### config.mk
export PLATFORM = sky130hd
export DESIGN_NAME = bp_sound_mailbox
export DESIGN_NICKNAME = d
export VERILOG_FILES = /design/src/rtl/bp_sound_mailbox.sv
export SDC_FILE = /design/constraint.sdc
export NUM_CORES = 1
export LEC_CHECK = 0
export CAP_MARGIN = 20
export CORE_MARGIN = 1.5
export CORE_UTILIZATION = 32
export CTS_CLUSTER_SIZE = 12
export DETAILED_ROUTE_END_ITERATION = 7
export DONT_BUFFER_PORTS = 1
export GPL_TIMING_DRIVEN = 0
export SLEW_MARGIN = 15
export SYNTH_ARGS = -nofsm -noshare
export SYNTH_HDL_FRONTEND = slang
export SYNTH_SLANG_ARGS = --single-unit
### constraint.sdc
create_clock -name clk_49m -period 3.4 [get_ports clk_49m]
set_input_delay 0.68 -clock clk_49m [delete_from_list [all_inputs] [get_ports clk_49m]]
set_output_delay 0.68 -clock clk_49m [all_outputs]
set_load 0.01 [all_outputs]
### src/rtl/bp_sound_mailbox.sv
// Blue Print sound-command mailbox: queues main-CPU command writes and hands them
// to the sound CPU one at a time, each announced by a fixed-length NMI pulse.
module bp_sound_mailbox #(
  parameter int DEPTH      = 4,
  parameter int NMI_HOLD   = 64,
  parameter int RD_TIMEOUT = 49152
) (
  input  logic                     clk_49m,
  input  logic                     reset,
  input  logic [7:0]               main_cmd,
  input  logic                     main_cmd_wr,
  input  logic                     snd_latch_rd,
  input  logic                     snd_nmi_en,
  input  logic                     pause,
  input  logic                     ovf_clr,
  output logic [7:0]               snd_latch_data,
  output logic                     snd_nmi_n,
  output logic [$clog2(DEPTH):0]   fifo_level,
  output logic                     overflow,
  output logic                     timeout
);

  localparam int AW = $clog2(DEPTH);
  localparam int LW = AW + 1;
  localparam int HW = (NMI_HOLD > 1) ? $clog2(NMI_HOLD) : 1;
  localparam int TW = (RD_TIMEOUT > 1) ? $clog2(RD_TIMEOUT) : 1;

  localparam logic [LW-1:0] FULL      = LW'(DEPTH);
  localparam logic [HW-1:0] HOLD_LOAD = HW'(NMI_HOLD - 1);
  localparam logic [TW-1:0] TMO_LOAD  = TW'(RD_TIMEOUT - 1);

  typedef enum logic [1:0] {
    S_IDLE,
    S_ASSERT,
    S_WAIT_RD
  } state_t;

  state_t        r_state;
  state_t        w_state_next;
  logic [HW-1:0] r_hold;
  logic [HW-1:0] w_hold_next;
  logic [TW-1:0] r_tmo;
  logic [TW-1:0] w_tmo_next;
  logic          r_rd_seen;
  logic          w_rd_seen_next;
  logic          r_nmi_n;
  logic          w_nmi_n_next;
  logic          w_launch;
  logic          w_tmo_set;

  logic [7:0]    r_mem [DEPTH];
  logic [AW-1:0] r_wr_ptr;
  logic [AW-1:0] r_rd_ptr;
  logic [LW-1:0] r_level;
  logic [7:0]    r_latch;
  logic          r_overflow;
  logic          r_timeout;
  logic          w_push;
  logic          w_ovf_set;

  // A full FIFO still accepts a write when the sequencer pops in the same cycle.
  assign w_push    = main_cmd_wr && ((r_level != FULL) || w_launch);
  assign w_ovf_set = main_cmd_wr && !w_push;

  always_comb begin
    w_state_next   = r_state;
    w_hold_next    = r_hold;
    w_tmo_next     = r_tmo;
    w_rd_seen_next = r_rd_seen;
    w_nmi_n_next   = r_nmi_n;
    w_launch       = 1'b0;
    w_tmo_set      = 1'b0;
    case (r_state)
      S_IDLE: begin
        if ((r_level != '0) && snd_nmi_en && !pause) begin
          w_launch       = 1'b1;
          w_state_next   = S_ASSERT;
          w_hold_next    = HOLD_LOAD;
          w_rd_seen_next = 1'b0;
          w_nmi_n_next   = 1'b0;
        end
      end
      S_ASSERT: begin
        if (snd_latch_rd) begin
          w_rd_seen_next = 1'b1;
        end
        if (r_hold == '0) begin
          w_state_next = S_WAIT_RD;
          w_nmi_n_next = 1'b1;
          w_tmo_next   = TMO_LOAD;
        end else begin
          w_hold_next = r_hold - 1'b1;
        end
      end
      S_WAIT_RD: begin
        if (r_rd_seen || snd_latch_rd) begin
          w_state_next = S_IDLE;
        end else if (r_tmo == '0) begin
          w_state_next = S_IDLE;
          w_tmo_set    = 1'b1;
        end else begin
          w_tmo_next = r_tmo - 1'b1;
        end
      end
      default: begin
        w_state_next = S_IDLE;
      end
    endcase
  end

  always_ff @(posedge clk_49m or negedge reset) begin
    if (!reset) begin
      r_state   <= S_IDLE;
      r_hold    <= '0;
      r_tmo     <= '0;
      r_rd_seen <= 1'b0;
      r_nmi_n   <= 1'b1;
    end else begin
      r_state   <= w_state_next;
      r_hold    <= w_hold_next;
      r_tmo     <= w_tmo_next;
      r_rd_seen <= w_rd_seen_next;
      r_nmi_n   <= w_nmi_n_next;
    end
  end

  // Storage needs no reset; the level counter alone decides what is valid.
  always_ff @(posedge clk_49m) begin
    if (w_push) begin
      r_mem[r_wr_ptr] <= main_cmd;
    end
  end

  always_ff @(posedge clk_49m or negedge reset) begin
    if (!reset) begin
      r_wr_ptr   <= '0;
      r_rd_ptr   <= '0;
      r_level    <= '0;
      r_latch    <= 8'h00;
      r_overflow <= 1'b0;
      r_timeout  <= 1'b0;
    end else begin
      if (w_push) begin
        r_wr_ptr <= r_wr_ptr + 1'b1;
      end
      if (w_launch) begin
        r_rd_ptr <= r_rd_ptr + 1'b1;
        r_latch  <= r_mem[r_rd_ptr];
      end
      case ({w_push, w_launch})
        2'b10:   r_level <= r_level + 1'b1;
        2'b01:   r_level <= r_level - 1'b1;
        default: r_level <= r_level;
      endcase
      if (w_ovf_set) begin
        r_overflow <= 1'b1;
      end else if (ovf_clr) begin
        r_overflow <= 1'b0;
      end
      if (w_tmo_set) begin
        r_timeout <= 1'b1;
      end else if (ovf_clr) begin
        r_timeout <= 1'b0;
      end
    end
  end

  assign snd_latch_data = r_latch;
  assign snd_nmi_n      = r_nmi_n;
  assign fifo_level     = r_level;
  assign overflow       = r_overflow;
  assign timeout        = r_timeout;

endmodule

======== After elaboration in Yosys (flattened, before gate mapping) ========
Memory sizes are Yosys's and may differ from the RTL's. A register that Yosys moved wholly into a read port is not among the register bits.
Index checks and enable logic that the tools add are counted.
storage, ports and cells
  bits in latches ......................... 0
  bits in writable memories ............... 32
  word-level logic and storage cells ...... 80
  memories ................................ 1
  bits in read-only memories .............. 0
  input bits .............................. 15
  register bits ........................... 35
memories
  memory  words  width  read ports  clocked after memory_dff  write ports  line  text
  r_mem   4      8      1           1                         1            51    logic [7:0] r_mem [DEPTH];
operators by class
  $mul .................................... 0
  shift operators ......................... 0
  reduce and logical (&&, ||, !) cells .... 23
  magnitude comparators ................... 0
  add/subtract/negate cells ............... 6
  div/mod/pow operators ................... 0
  equality and inequality tests ........... 12
  bitwise gates (word level) .............. 0
  mux-type cells .......................... 28
operator list
  operator               count
  $mux 16                3
  $pmux 16 s2            1
  $logic_not 16->1       1
  $sub 16x1->16 const B  1
  $mux 1                 13
  $mux 6                 2
  $ne 2x2->1 const B     6
  $pmux 6 s2             1
  $reduce_and 3->1       4
  $reduce_bool 2->1      5
  $mux 2                 4
  $logic_not 6->1        1
  $ne 3x3->1 const B     2
  $pmux 2 s3             1
  $pmux 3 s2             1
  $sub 6x1->6 const B    1
  $add 2x1->2 const B    2
  $eq 2x1->1 const B     2
  $eq 2x2->1 const B     2
  $logic_and 1x1->1      4
  $pmux 1 s2             2
  $reduce_and 4->1       1
  $add 3x1->3 const B    1
  $logic_not 1->1        3
  4 further kinds        5

======== Depth between registers and ports, before layout ========
Gate-level depths: netlist (run 1).
  depth after elaboration ................. 10
  gate-level depth with buffers ........... 8

======== Worst setup path before layout (run 1) ========
Ideal clock, no wire load.
  kind .................................... input -> register
  start ................................... input pause
  end ..................................... register r_level[1], in the netlist fifo_level[1]
  cell stages on the path ................. 8
  path buffers ............................ 0
  data arrival time ....................... 2472 ps
  library setup time ...................... 79 ps
  required time ........................... 3321 ps
  path slack .............................. 849 ps
  path through ............................ nor4b_2 o31a_1 nand2b_1 fa_1 inv_1 o221ai_1 a31oi_1 a2bb2oi_1
between the ends
  word-level cells in the longest chain between the ends .. 8
  elaborated cells between the ends (all ways) .. 10
  classes of those cells .................. eq/ne: 2; mux: 3; reduce/logical: 5
ends and longest elaborated chain
  what                                                    line  text
  start, declared                                         14    input logic pause,
  $logic_not 1->1 (*)                                     75    if ((r_level != '0) && snd_nmi_en && !pause) begin
  $logic_and 1x1->1 (*)                                   75
  $mux 1 (*)                                              75
  $mux 1 (*)                                              73    case (r_state)
  $logic_or 1x1->1                                        62    assign w_push = main_cmd_wr && ((r_level != FULL) || w_launch);
  $logic_and 1x1->1                                       62
  $eq 2x1->1 / $eq 2x2->1 (equally long branches)         150   case ({w_push, w_launch})
  $pmux 3 s2 / $reduce_bool 2->1 (equally long branches)  -
  end signal, assigned                                    151   2'b10: r_level <= r_level + 1'b1;
  end signal, assigned                                    152   2'b01: r_level <= r_level - 1'b1;
  end signal, assigned                                    153   default: r_level <= r_level;
  end, declared                                           54    logic [LW-1:0] r_level;
Every way passes the cells marked *; elsewhere a longest branch is shown, timed or not.
A chain may end at the register's enable or synchronous reset.

======== Worst setup path after layout (run 1) ========
  start ................................... register r_state[1]
  end ..................................... register r_level[1], in the netlist fifo_level[1]
between the ends
  word-level cells in the longest chain between the ends .. 6
  elaborated cells between the ends (all ways) .. 8
  classes of those cells .................. eq/ne: 2; mux: 2; reduce/logical: 4
ends and longest elaborated chain
  what                                                    line  text
  start, declared                                         38    state_t r_state;
  start signal, assigned                                  119   r_state <= w_state_next;
  $logic_not 2->1 (*)                                     73
  $mux 1 (*)                                              73
  $logic_or 1x1->1                                        62
  $logic_and 1x1->1                                       62
  $eq 2x1->1 / $eq 2x2->1 (equally long branches)         150
  $pmux 3 s2 / $reduce_bool 2->1 (equally long branches)  -
Marks and branches as above.

==> summary.txt, run 1 <==
status - complete, no violations
number of max-cap violations - 0
Post-synth top flop - dfrtp_1
GR Overflow Total - 0
Seq/Total Area, Yosys - 0.594
largest net degree at the start of global routing - 28
first-pass GRT wire length - 11200 µm
Crit Path Category - reg2reg
fin crit period - 2.79 ns
Syn-to-layout area delta - 11.5%
Reg power frac - 0.508
clock slew at reported path FFs - 0.08 ns
CTS tree - done
multi-input logic area - 0.00130 mm²
Tcrit/Tclk final - 0.821
combinational share of power - 0.248
starting DRC count in detailed routing - 108
clock power share - 0.243
Reg2Reg Depth - 8
top cells by area, synth - dfrtp_1, edfxtp_1, mux4_2
syn_area_per_cell - 12.4 µm²
final setup fails - 0
P_sw - 891 µW
initial antenna violation count - 0
drt pass-1 iters - 4
reg2reg end - fifo_level[1]
crit end category - flop
initial core utilization - 0.331
Port-buffer cells - 0
RSZ-0062 raised after global routing - false
fmax - 358 MHz
total die area - 0.0113 mm²
Fillers - 1022
Mapped Cells - 277
R2R setup slack - 0.61 ns
layout cell share with drive strength beyond 1 - 0.118
vias in the first global route - 2242
NumNets Final - 315
HP Class - in2async
Synth Register Bits - 75
Fin. Hold Viols - 0
leakage - 0.00146 µW
number of vias per cell - 5.23
Die Y - 107 µm
worst r2r src - r_state[1]
number of CTS-inserted buffers - 9
clk_skew - 0.0105 ns
most frequent cells in the layout - dfrtp_1, nand2_1, edfxtp_1, o21ai_0
Clock Tree Buf Depth - 2
Slew headroom - 0.388
Slew @ Worst Pin - 0.915 ns
Max VDD drop - 336 µV
Synth top area share - 0.306
FF+latch area - 0.00204 mm²
top fanout value on the critical path - 10
Setup crit start - r_state[1]
synthesized cell area - 0.00343 mm²
vias - 2259
non-filler cells, final - 432
Synth Net Count - 301
buffer count from post-CTS setup fixing - 0
placed cell count - 413
Cell Int Power - 1760 µW
core area - 0.0104 mm²
Sw Share - 0.335
Critical Path RT - 3.68 ns
CTS Sinks - 75
yosys warns - 0
Power Density - 694 mW/mm²
Fin Hold WS - 0.144 ns
die extent in x - 107 µm
EDFF count, synth - 32
# DRC - 0
detailed-route wire length per cell - 15.6 µm
TNS Setup - 0 ns
Worst-Skew Late Latency - 0.35 ns
Yosys cell types - 60
crit path DAT - 3.07 ns
asr flop ratio synth - 0.573
n_diodes - 0
DP HPWL - 4460 µm
number of placed I/O pins - 29
Tot GR Track Use - 0.130
# rows - 37
Routed WL - 6740 µm
cell taking the most area after synthesis - dfrtp_1
crit start category - flop
Detail Route Antenna Nets - 0
commonest non-fill, non-tap cell in the layout - dfrtp_1
max-slew violation count - 0
critical path endpoint - fifo_level[1]
clk root buf - clkbuf_8
GP Congestion - 0.799
CTS HTree Levels - 3
## worst max-delay path, cell delays in order, from the launching register on
cell and delay, ns:
dfrtp_1 0.42, nor4b_2 0.83, o31a_1 0.37, nand2b_1 0.10, fa_1 0.47, inv_1 0.07
o221ai_1 0.10, a31oi_1 0.18, a2bb2oi_1 0.18
## timing repair
| item | CTS | global route |
|---|---|---|
| gates resized for setup | 0 | 0 |
| hold endpoints to repair | 27 | 12 |
| hold buffers | 2 | 1 |
| setup endpoints to repair | 0 | 0 |
## kinds of logic after synthesis
family | Yosys count | share of synthesized area
AO/OA/AOI/OAI | 49 | 0.0949
flip-flops | 75 | 0.594
multiplexers | 15 | 0.0733
XOR/XNOR | 4 | 0.0102
adder cells (fa/ha/maj) | 9 | 0.0350
AND/OR/NAND/NOR | 103 | 0.165
buffers and inverters | 22 | 0.0277
## cell type report
cell class	instances	share of cell area
timing repair buffer	3	0.0105
tap	136	0.0445
buffer	11	0.0141
clock buffer	11	0.0370
clock inverter	5	0.0111
inverter	11	0.0108
sequential	75	0.533
multi-input combinational	180	0.339
## how the worst min path moves through the flow
| stage | start | end | slack (ns) |
|---|---|---|---|
| 2_1_floorplan | reset | fifo_level[0] | 0.38 |
| 3_3_place_gp | reset | r_tmo[7] | 0.39 |
| 3_5_place_dp | reset | r_tmo[7] | 0.39 |
| 4_1_cts | reset | r_tmo[0] | 0.0002 |
| 5_1_grt | reset | r_hold[4] | 0.13 |
| 6_report | reset | timeout | 0.14 |
## power by group through the flow
| stage | logic [µW] | clock network (µW) | registers, µW |
|---|---|---|---|
| final | 659 | 646 | 1350 |
| after global routing | 754 | 703 | 1380 |
| after CTS | 669 | 665 | 1350 |
| after detailed placement | 645 | 0 | 1370 |
| after global placement | 627 | 0 | 1360 |
| after floorplan | 524 | 0 | 1320 |
## sequential cells by signal, indices dropped and copies added (netlist names), 2 cells and up
register        flops
r_rd_ptr            2
snd_latch_data      8
r_hold              6
r_tmo              16
r_state             2
fifo_level          3
r_wr_ptr            2
r_mem              32
## Yosys cell counts (all sizes together), types with 2 or more instances
master	count
inv	11
nor2	11
nor4b	2
nand2b	5
buf	5
a21oi	5
ha	8
xnor2	3
nand2	34
edfxtp	32
mux2i	6
nor2b	2
o21ai	15
nor4	3
mux4	8
o211ai	3
or3	4
nor3	10
o22ai	2
nand3	8
a31oi	6
a211oi	3
nand4	4
nand3b	2
o31ai	3
dfrtp	42
and4	4
and2	5
clkbuf	6
or4	3
## through the flow
step	setup WS, ns	utilization	cell area (µm²)	total power, µW
final	0.608	0.369	3820	2650
after global routing	0.456	0.369	3820	2840
after CTS	0.597	0.368	3810	2690
after detailed placement	0.476	0.347	3600	2020
after global placement	0.464	0.347	3600	1990
after floorplan	0.849	-	3430	1850
## routing by layer
layer	track usage	routed length (µm)	vias to the layer above
met2	0.212	3250	48
met3	0.0527	413	12
met4	0.0486	126	0
met1	0.155	2940	1134
met5	0	0	-
li1	-	-	1065
No activity file was read; power rests on OpenSTA's default activity.
==> inputs of run 2 (changes only) <==
clock period = 2.57 ns   (was 3.4 ns; I/O delays follow)
==> run 2 against run 1 <==
- final area is 0.36% higher
- global-route usage is 0.29 points lower
- die area unchanged
- critical path depth is the same
- sequential share of layout area fell by 0.19 points
- maximum frequency up 20%
- combinational power is 33% higher
- via count decreased by 0.84%
- highest routed layer unchanged
- worst hold slack improved by 0.10 ns
==> summary.txt, run 2 (synthesis results as in run 1) <==
Worst-Skew Late Latency - 0.36 ns (about the same)
CTS Sinks - 75 (unchanged)
die extent in x - 107 µm (unchanged)
commonest non-fill, non-tap cell in the layout - dfrtp_1
Top reg by flops - r_mem
initial core utilization - 0.331 (unchanged)
crit end category - flop
# rows - 37 (unchanged)
most frequent cells in the layout - dfrtp_1, nand2_1, edfxtp_1, o21ai_0
Crit Path Category - reg2reg
Routed WL - 6590 µm (-2.2%)
max FFs per register - 32 (unchanged)
Most Crowded Layer GR - met2
status - complete, no violations
DP HPWL - 4460 µm (unchanged)
total die area - 0.0113 mm² (unchanged)
met1 GRT Util - 0.150 (-0.00512)
Final WS setup - 0.244 ns (-0.364 ns)
Total Power - 3520 µW (+33%)
GR Overflow Total - 0 (unchanged)
number of placed I/O pins - 29 (unchanged)
non-filler cells, final - 432 (unchanged)
worst r2r src - r_state[0]
clk root buf - clkbuf_8
TNS Setup - 0 ns (unchanged)
final setup fails - 0 (unchanged)
RSZ-0062 raised after global routing - false
max-slew violation count - 0 (unchanged)
Die Y - 107 µm (unchanged)
HP Class - in2reg
starting DRC count in detailed routing - 87 (-19%)
Tot GR Track Use - 0.128 (-0.00289)
clk_skew - 0.00966 ns (-0.000795 ns)
Tcrit/Tclk final - 0.905 (+0.0838)
NumNets Final - 315 (unchanged)
CTS HTree Levels - 3 (unchanged)
min-delay src - main_cmd[7]
drt pass-1 iters - 4 (unchanged)
GP Congestion - 0.799 (unchanged)
R2R setup slack - 0.24 ns (-0.36 ns)
top fanout value on the critical path - 5 (-5)
number of vias per cell - 5.19 (-0.84%)
leakage - 0.00146 µW (+0.58%)
Clock Tree Buf Depth - 2 (unchanged)
n_diodes - 0 (unchanged)
crit start category - flop
Max VDD drop - 445 µV (+32%)
Slew headroom - 0.393 (+0.00480)
crit path DAT - 2.60 ns (-0.47 ns)
pre-CTS WS - -0.188 ns (-0.664 ns)
largest net degree at the start of global routing - 44 (+57%)
Critical Path RT - 2.84 ns (-0.84 ns)
number of max-cap violations - 0 (unchanged)
reg2reg end - fifo_level[1]
Port-buffer cells - 0 (unchanged)
M2 GR Usage - 0.208 (-0.00369)
fin crit period - 2.33 ns (-0.466 ns)
initial antenna violation count - 0 (unchanged)
detailed-route wire length per cell - 15.3 µm (-2.2%)
Fin. Hold Viols - 0 (unchanged)
clock slew at reported path FFs - 0.09 ns (about the same)
Detail Route Antenna Nets - 0 (unchanged)
vias in the first global route - 2236 (-0.27%)
placed cell count - 413 (unchanged)
Slew @ Worst Pin - 0.903 ns (-0.0125 ns)
Power Density - 918 mW/mm² (+32%)
first-pass GRT wire length - 11000 µm (-1.7%)
core area - 0.0104 mm² (unchanged)
Reg2Reg Depth - 8 (unchanged)
layout cell share with drive strength beyond 1 - 0.122 (+0.00338)
number of CTS-inserted buffers - 9 (unchanged)
WHS Endpoint - r_mem[1][7]
fmax - 430 MHz (+20%)
GRT met3 Usage - 0.0521 (-0.000613)
WHS Path Cells - 0
Syn-to-layout area delta - 11.9%
# DRC - 0 (unchanged)
Setup crit start - r_state[0]
CTS tree - done
vias - 2240 (-0.84%)
## run 2: power by group
| part | internal, µW | leakage [µW] | switching, µW |
|---|---|---|---|
| Combinational | 391 | 0.000599 | 488 |
| Clock | 391 | 0.0000914 | 464 |
| Sequential | 1560 | 0.000774 | 231 |
## run 2: repair_timing
action	in CTS	in global routing
setup endpoints to repair	2	1
pin swaps	0	1
gates resized for setup	1	0
hold buffers	2	0
setup buffers	0	1
hold endpoints to repair	43	0
## run 2: critical path: stages (launching register included)
cell       delay [ns]
dfrtp_1          0.43
nor4b_4          0.41
o31a_1           0.32
nand2b_1         0.10
fa_1             0.47
inv_1            0.07
o221ai_1         0.10
a31oi_1          0.17
a2bb2oi_1        0.18
## run 2: cell type report
| class | count | area (µm²) |
|---|---|---|
| Buffer | 11 | 53.8 |
| Clock buffer | 11 | 141 |
| Clock inverter | 5 | 42.5 |
| Fill cell | 1020 | 6530 |
| Inverter | 11 | 41.3 |
| Multi-Input combinational cell | 180 | 1310 |
| Sequential cell | 75 | 2040 |
| Tap cell | 136 | 170 |
| Timing Repair Buffer | 3 | 45.0 |
## run 2: how the worst max path moves through the flow
| stage | to | slack (ns) | cells after the start |
|---|---|---|---|
| after CTS | fifo_level[1] | 0.02 | 8 |
| after global placement | fifo_level[1] | -0.20 | 8 |
| after floorplan | fifo_level[1] | 0.18 | 8 |
| after detailed placement | fifo_level[1] | -0.19 | 8 |
| after global routing | fifo_level[1] | 0.11 | 8 |
| final | fifo_level[1] | 0.24 | 8 |
## run 2: per-stage QoR
stage	utilization	instance area, µm²	hold slack [ns]
3_3_place_gp	0.347	3600	0.219
5_1_grt	0.370	3840	0.223
2_1_floorplan	-	3430	0.218
4_1_cts	0.369	3830	0.230
6_report	0.370	3840	0.247
3_5_place_dp	0.347	3600	0.219
## run 2: metal layers
metal  routed length (µm)  share of wire
met1                 2900           0.44
met2                 3170           0.48
met4                  126          0.019
met5                    0              0
met3                  392          0.059
